[src/rtl/seq_subtractor.sv]
// ---------------------------------------------------------------------------
// seq_subtractor
//   Multi-cycle subtractor: diff = a - b computed as a + ~b + 1, CHUNK bits
//   per RUN cycle, with the ripple carry held in a flop between cycles.
//   Valid/ready handshake on both the operand and the result side.
//
//   Optional feature macro: SUB_FLAGS_EN
//     defined   -> flags_out = {N,Z,C,V} (ARM semantics), registered on RUN->DONE
//     undefined -> flags_out tied to 4'b0000, no flag logic
//
// Parameters
//   WIDTH  operand/result width
//   CHUNK  bits processed per RUN cycle (WIDTH % CHUNK == 0)
//
// Ports
//   clk        rising-edge clock
//   reset      synchronous, active-high
//   in_valid   operands presented          in_ready   high only in IDLE
//   a_in       minuend                     b_in       subtrahend
//   out_valid  result valid until accepted out_ready  consumer accepts result
//   diff_out   a_in - b_in mod 2^WIDTH     flags_out  {N,Z,C,V}
// ---------------------------------------------------------------------------
module seq_subtractor #(
    parameter int WIDTH = 64,
    parameter int CHUNK = 16
) (
    input  logic             clk,
    input  logic             reset,
    input  logic             in_valid,
    output logic             in_ready,
    input  logic [WIDTH-1:0] a_in,
    input  logic [WIDTH-1:0] b_in,
    output logic             out_valid,
    input  logic             out_ready,
    output logic [WIDTH-1:0] diff_out,
    output logic [3:0]       flags_out
);

    localparam int NCHUNK = WIDTH / CHUNK;
    // Keep the index at least one bit wide so CHUNK == WIDTH still elaborates.
    localparam int IDX_W  = (NCHUNK > 1) ? $clog2(NCHUNK) : 1;

    typedef enum logic [1:0] {IDLE, RUN, DONE} state_t;

    state_t             state_q, state_d;
    logic [WIDTH-1:0]   a_q, a_d;
    logic [WIDTH-1:0]   nb_q, nb_d;      // subtrahend stored pre-inverted
    logic [WIDTH-1:0]   diff_q, diff_d;
    logic               carry_q, carry_d;
    logic [IDX_W-1:0]   idx_q, idx_d;
    logic               in_ready_q, in_ready_d;
    logic               out_valid_q, out_valid_d;
    logic [CHUNK:0]     chunk_sum;
`ifdef SUB_FLAGS_EN
    logic [3:0]         flags_q, flags_d;
`endif

    always_comb begin
        state_d   = state_q;
        a_d       = a_q;
        nb_d      = nb_q;
        diff_d    = diff_q;
        carry_d   = carry_q;
        idx_d     = idx_q;
`ifdef SUB_FLAGS_EN
        flags_d   = flags_q;
`endif
        chunk_sum = {1'b0, a_q[idx_q*CHUNK +: CHUNK]}
                  + {1'b0, nb_q[idx_q*CHUNK +: CHUNK]}
                  + {{CHUNK{1'b0}}, carry_q};

        case (state_q)
            IDLE: begin
                // in_ready is high whenever we are in IDLE
                if (in_valid) begin
                    a_d     = a_in;
                    nb_d    = ~b_in;
                    carry_d = 1'b1;       // the +1 of two's complement negation
                    idx_d   = '0;
                    state_d = RUN;
                end
            end
            RUN: begin
                diff_d[idx_q*CHUNK +: CHUNK] = chunk_sum[CHUNK-1:0];
                carry_d = chunk_sum[CHUNK];
                if (idx_q == IDX_W'(NCHUNK - 1)) begin
                    state_d = DONE;
`ifdef SUB_FLAGS_EN
                    // diff_d already holds the final chunk here
                    flags_d[3] = diff_d[WIDTH-1];
                    flags_d[2] = (diff_d == '0);
                    flags_d[1] = chunk_sum[CHUNK];     // 1 = no borrow
                    flags_d[0] = (a_q[WIDTH-1] != ~nb_q[WIDTH-1]) &&
                                 (diff_d[WIDTH-1] != a_q[WIDTH-1]);
`endif
                end else begin
                    idx_d = idx_q + 1'b1;
                end
            end
            DONE: begin
                if (out_ready) state_d = IDLE;
            end
            default: state_d = IDLE;
        endcase

        in_ready_d  = (state_d == IDLE);
        out_valid_d = (state_d == DONE);
    end

    always_ff @(posedge clk) begin
        if (reset) begin
            state_q     <= IDLE;
            a_q         <= '0;
            nb_q        <= '0;
            diff_q      <= '0;
            carry_q     <= 1'b1;
            idx_q       <= '0;
            in_ready_q  <= 1'b1;
            out_valid_q <= 1'b0;
`ifdef SUB_FLAGS_EN
            flags_q     <= 4'b0000;
`endif
        end else begin
            state_q     <= state_d;
            a_q         <= a_d;
            nb_q        <= nb_d;
            diff_q      <= diff_d;
            carry_q     <= carry_d;
            idx_q       <= idx_d;
            in_ready_q  <= in_ready_d;
            out_valid_q <= out_valid_d;
`ifdef SUB_FLAGS_EN
            flags_q     <= flags_d;
`endif
        end
    end

    assign in_ready  = in_ready_q;
    assign out_valid = out_valid_q;
    assign diff_out  = diff_q;
`ifdef SUB_FLAGS_EN
    assign flags_out = flags_q;
`else
    assign flags_out = 4'b0000;
`endif

endmodule
[config.mk]
export PLATFORM = sky130hd
export DESIGN_NAME = seq_subtractor
export DESIGN_NICKNAME = d
export VERILOG_FILES = /design/src/rtl/seq_subtractor.sv
export SDC_FILE = /design/constraint.sdc
export NUM_CORES = 1
export LEC_CHECK = 0
export CORE_UTILIZATION = 50
export DETAILED_ROUTE_END_ITERATION = 8
export DONT_BUFFER_PORTS = 1
export PLACE_DENSITY = 0.69
export SLEW_MARGIN = 20
export SYNTH_ARGS = -nofsm -noshare
export SYNTH_HDL_FRONTEND = slang
export SYNTH_SLANG_ARGS = --single-unit
[constraint.sdc]
create_clock -name clk -period 4.5 [get_ports clk]
set_input_delay 0.225 -clock clk [delete_from_list [all_inputs] [get_ports clk]]
set_output_delay 0.225 -clock clk [all_outputs]
set_load 0.02 [all_outputs]
# Word level (Yosys, flattened, before mapping)
# Index checks and enable logic that the tools add are counted.
dict set report classes {
  add_sub_neg 4
  n_eq_ne 6
  shift 4
  mux 10
  bitwise_logic 1
  reduce_logical 6
}
# cell n
set ops {}
lappend ops {{$shiftx 64x7->16} 2}
lappend ops {{$bwmux 64} 1}
lappend ops {{$not 64->64} 1}
lappend ops {{$shift 16x34->64 const A} 1}
lappend ops {{$shiftx 16x34->64} 1}
lappend ops {{$neg 6->34} 1}
lappend ops {{$add 16x16->17} 1}
lappend ops {{$add 17x1->17} 1}
lappend ops {{$mux 2} 5}
lappend ops {{$eq 2x2->1 const B} 3}
lappend ops {{$pmux 2 s3} 1}
lappend ops {{$logic_not 2->1} 2}
lappend ops {{$ne 2x2->1 const B} 2}
lappend ops {{$pmux 2 s2} 1}
lappend ops {{$reduce_and 2->1} 2}
lappend ops {{$reduce_and 3->1} 1}
lappend ops {{$add 2x1->2 const B} 1}
lappend ops {{$eq 2x1->1 const B} 1}
lappend ops {{$pmux 1 s2} 1}
lappend ops {{$reduce_bool 2->1} 1}
lappend ops {{$mux 1} 1}
dict set report totals {
  ff_bits 199
  input_bits 132
  output_inout_bits 70
}

# Logic depth before layout (Yosys ltp)
dict set report logic_depth {
  word_depth 5
  mapped_depth 12
}

# Worst setup path before layout
# Ideal clock, no wire load.
dict set report synth_timing {
  kind {flip-flop to flip-flop}
  startpoint {register idx_q[1]}
  endpoint {register diff_q[14] (netlist: diff_out[14])}
  setup_ns 0.117
  arrival_ns 3.443
  setup_slack_ns 0.940
  stages_incl_launch_ff 13
  path_buffers 3
  period_less_slack_ns 3.560
  path_cell_list {dfxtp_1 buf_2 buf_2 buf_2 mux4_2 fa_1 fa_1 a21oi_1 o21ai_1 a2111oi_2 o21ai_1 xor2_1 a22o_1}
}
dict set report synth_between {
  elab_chain_len 5
  word_cells_on_any_way 8
  cone_classes {add/sub: 3; shift: 4; mux: 1}
}
# item line
set synth_lines {}
lappend synth_lines {{start, declared} 50} ;# logic [IDX_W-1:0] idx_q, idx_d;
lappend synth_lines {{start signal, assigned} 129} ;# idx_q <= idx_d;
lappend synth_lines {{$shiftx 64x7->16, on equally long branches} {68, 69}}
lappend synth_lines {{$add 16x16->17} 69} ;# + {1'b0, nb_q[idx_q*CHUNK +: CHUNK]}
lappend synth_lines {{$add 17x1->17} 70} ;# + {{CHUNK{1'b0}}, carry_q};
lappend synth_lines {{$shiftx 16x34->64} 84} ;# diff_d[idx_q*CHUNK +: CHUNK] = chunk_sum[CHUNK-1:0];
lappend synth_lines {{$bwmux 64 (*)} 84}
lappend synth_lines {{end signal, assigned} 127} ;# diff_q <= diff_d;
lappend synth_lines {{end, declared} 48} ;# logic [WIDTH-1:0] diff_q, diff_d;
# Every way passes the cells marked *; elsewhere a longest branch is shown, timed or not.
# A chain may end at the register's enable or synchronous reset.

# Worst setup path in the final report
dict set report layout_timing {
  startpoint {register idx_q[0]}
  endpoint {register diff_q[46] (netlist: diff_out[46])}
}
# Same word-level chain as after synthesis.

==> impl_metrics.tcl <==
set metrics [dict create \
    avgSynthCellArea_um2 9.45 \
    initial_core_util 0.515 \
    synth_area_um2 8240 \
    worstHoldStart "reset" \
    cp.required_ns 4.88 \
    synthCells 872 \
    cts_resized 0 \
    crit_path_end_kind "flop" \
    power.internal_mw 3.10 \
    hold_class "in -> reg" \
    cp_max_fo 14 \
    place_area_um2 8270 \
    dp_cells 1031 \
    pre_cts_ws_ns 0.931 \
    hold_viol_final 0 \
    fmax_ghz 0.278 \
    finalNonFillerCells 1194 \
    vias 6753 \
    ys_seq_elements 199 \
    drc 0 \
    power_density_nw_per_um2 411 \
    wirelength_mm 22.5 \
    final_util 0.641 \
    final_max_slew_viol_count 0 \
    worst-setup-path-type "reg -> reg" \
    worstSkewPairLatency_ns 0.44 \
    p_total_mw 4.21 \
    grt_setup_unrepaired "false" \
    synth_edf_count 0 \
    rrSetupSlack_ns 0.90 \
    max_cap_viol_count 0 \
    timing.final.ws_setup_ns 0.904 \
    num_rows 46 \
    die_x_um 130 \
    grt_usage 0.269 \
    r2r_cells 9 \
    clk_pin_slew_ns 0.07 \
    setup_tns_ns 0 \
    worst_clock_skew_ns 0.0103 \
    portBuffers 0 \
    avgRoutedWirePerCell_um 18.9 \
    ys_seq_area_frac 0.483 \
    grt_pass1_wl_mm 34.3 \
    p_sw_frac 0.264 \
    grt_pass1_vias 6510 \
    yosysWarnings 0 \
    grt_max_degree 159 \
    ys.flop_type "dfxtp_1" \
    post-dp-hpwl_mm 14.5 \
    ys_types 44 \
    slew_headroom 0.325 \
    outcome "complete, no violations" \
    antenna_found_initial 0 \
    power.share.clock 0.397 \
    viasPerCell 5.66 \
    reg2reg_from "idx_q[0]" \
    worstHoldEndpoint "diff_out[8]" \
    worstSetupStartpointType "flop" \
    r2r-end "diff_out[46]" \
    cts_tree "built" \
    p_leak_nw 3.86 \
    async_reset_ff_frac 0 \
    drive_above_1_share 0.0870 \
    first_iter_violations 471 \
    min_delay_path_depth 2 \
    gp_congestion 0.828 \
    cts_inserted_buffers 17 \
    p_comb_frac 0.143 \
    worstMarginPinSlew_ns 1.01 \
    ir_drop_mv 0.270 \
    post_cts_buffers 0 \
    fin_crit_ns 3.60 \
    ios 202 \
    fill_cells 1321 \
    layout_commonest_cell "dfxtp_1" \
    ant_nets 0 \
    clockRootBuffer "clkbuf_16" \
    htree_levels 4 \
    setup_violations 0 \
    hold_slack_ns 0.0202 \
    coreArea_um2 16000 \
    timing.final.crit_share 0.799 \
    dr.pass1.iters 4 \
    crit_arrival_ns 3.97 \
    areaGrowthSynthToFinish_pct 24.4 \
    nets 1119 \
    fp.dieArea_um2 17000 \
    cts_sinks 199 \
    clockBufferDepth 2 \
    p_sw_mw 1.11 \
    final_cell_area_um2 10300 \
    die_h_um 130 \
    pwr-share-seq 0.459 \
    layout_common_cells "dfxtp_1 (197), nand2_1 (151), dlygate4sd3_1 (129)" \
    overflow 0 \
]
==> repair_timing <==
item | CTS | global route
endpoints found under the hold margin | 159 | 0
setup endpoints to repair | 0 | 0
hold buffers | 130 | 0
==> registers in the layout, summed over array words and instances (netlist names) <==
name	flops
carry_q	1
idx_q	2
in_ready	1
a_q	64
diff_out	64
out_valid	1
state_q	2
nb_q	64
==> synthesized netlist by cell type (all sizes together) (3+ instances only) <==
| cell | number | area (um^2) |
|---|---|---|
| nand3 | 4 | 20.0 |
| nand4 | 3 | 18.8 |
| a22o | 28 | 245 |
| nor2b | 4 | 25.0 |
| nand2b | 6 | 37.5 |
| inv | 8 | 30.0 |
| ha | 21 | 263 |
| a22oi | 25 | 188 |
| xor2 | 7 | 61.3 |
| mux4 | 32 | 721 |
| a31o | 4 | 35.0 |
| nor3 | 3 | 15.0 |
| and2 | 3 | 18.8 |
| nand2 | 153 | 577 |
| a211oi | 66 | 495 |
| xnor2 | 6 | 52.6 |
| buf | 34 | 184 |
| dfxtp | 199 | 3980 |
| clkbuf | 32 | 120 |
| nor2 | 110 | 413 |
| a21oi | 85 | 429 |
| o21ai | 18 | 90.1 |
==> worst max-delay path by stage <==
stage          slack [ns]      endpoint  depth (start not counted)      from
2_1_floorplan        0.94  diff_out[14]                         12  idx_q[1]
3_3_place_gp         0.99  diff_out[62]                          9  idx_q[0]
3_5_place_dp         0.93  diff_out[46]                          9  idx_q[0]
4_1_cts              0.90  diff_out[30]                          9  idx_q[0]
5_1_grt              0.71  diff_out[30]                          9  idx_q[0]
6_report             0.90  diff_out[46]                          9  idx_q[0]
==> critical path: stages, from the launching register on <==
cell and delay, ns:
dfxtp_2 0.61, mux4_2 0.58, fa_1 0.41, fa_1 0.44, a21oi_1 0.27, o21ai_1 0.15
a2111oi_2 0.42, o21ai_1 0.14, xor2_1 0.34, a22o_1 0.18
==> power by group through the flow <==
stage | Sequential, mW | Combinational, mW | Clock [mW]
detailed placement | 1.97 | 0.474 | 0
global route | 1.95 | 0.657 | 1.76
global placement | 1.97 | 0.468 | 0
floorplan | 1.94 | 0.394 | 0
CTS | 1.93 | 0.591 | 1.69
finish | 1.93 | 0.603 | 1.67
==> cell families after synthesis <==
kind of cell / synth area share
and+or+nand+nor: 0.148
AOI/OAI and AO/OA: 0.190
DFF: 0.483
buffers and inverters: 0.0405
muxes: 0.0875
adders and majority gates: 0.0367
xor gates and xnor gates: 0.0138
other: 0.000455
==> per-layer routing <==
layer / routed length, um / vias up / GRT usage
li1: - / 3272 / -
met1: 9630 / 3172 / 0.335
met2: 10400 / 260 / 0.430
met3: 1660 / 49 / 0.0708
met4: 829 / 0 / 0.137
met5: 0 / - / 0
==> cell type report <==
cell class,instances,area [um^2],share of cell area
timing repair buffer,136,1360,0.133
clock buffer,20,467,0.0455
sequential,199,3990,0.389
inverter,8,30.0,0.00293
multi-input combinational,602,3940,0.385
tap,216,270,0.0264
clock inverter,12,189,0.0184
antenna,1,2.50,0.000244
Power figures use the tool's default switching activity.
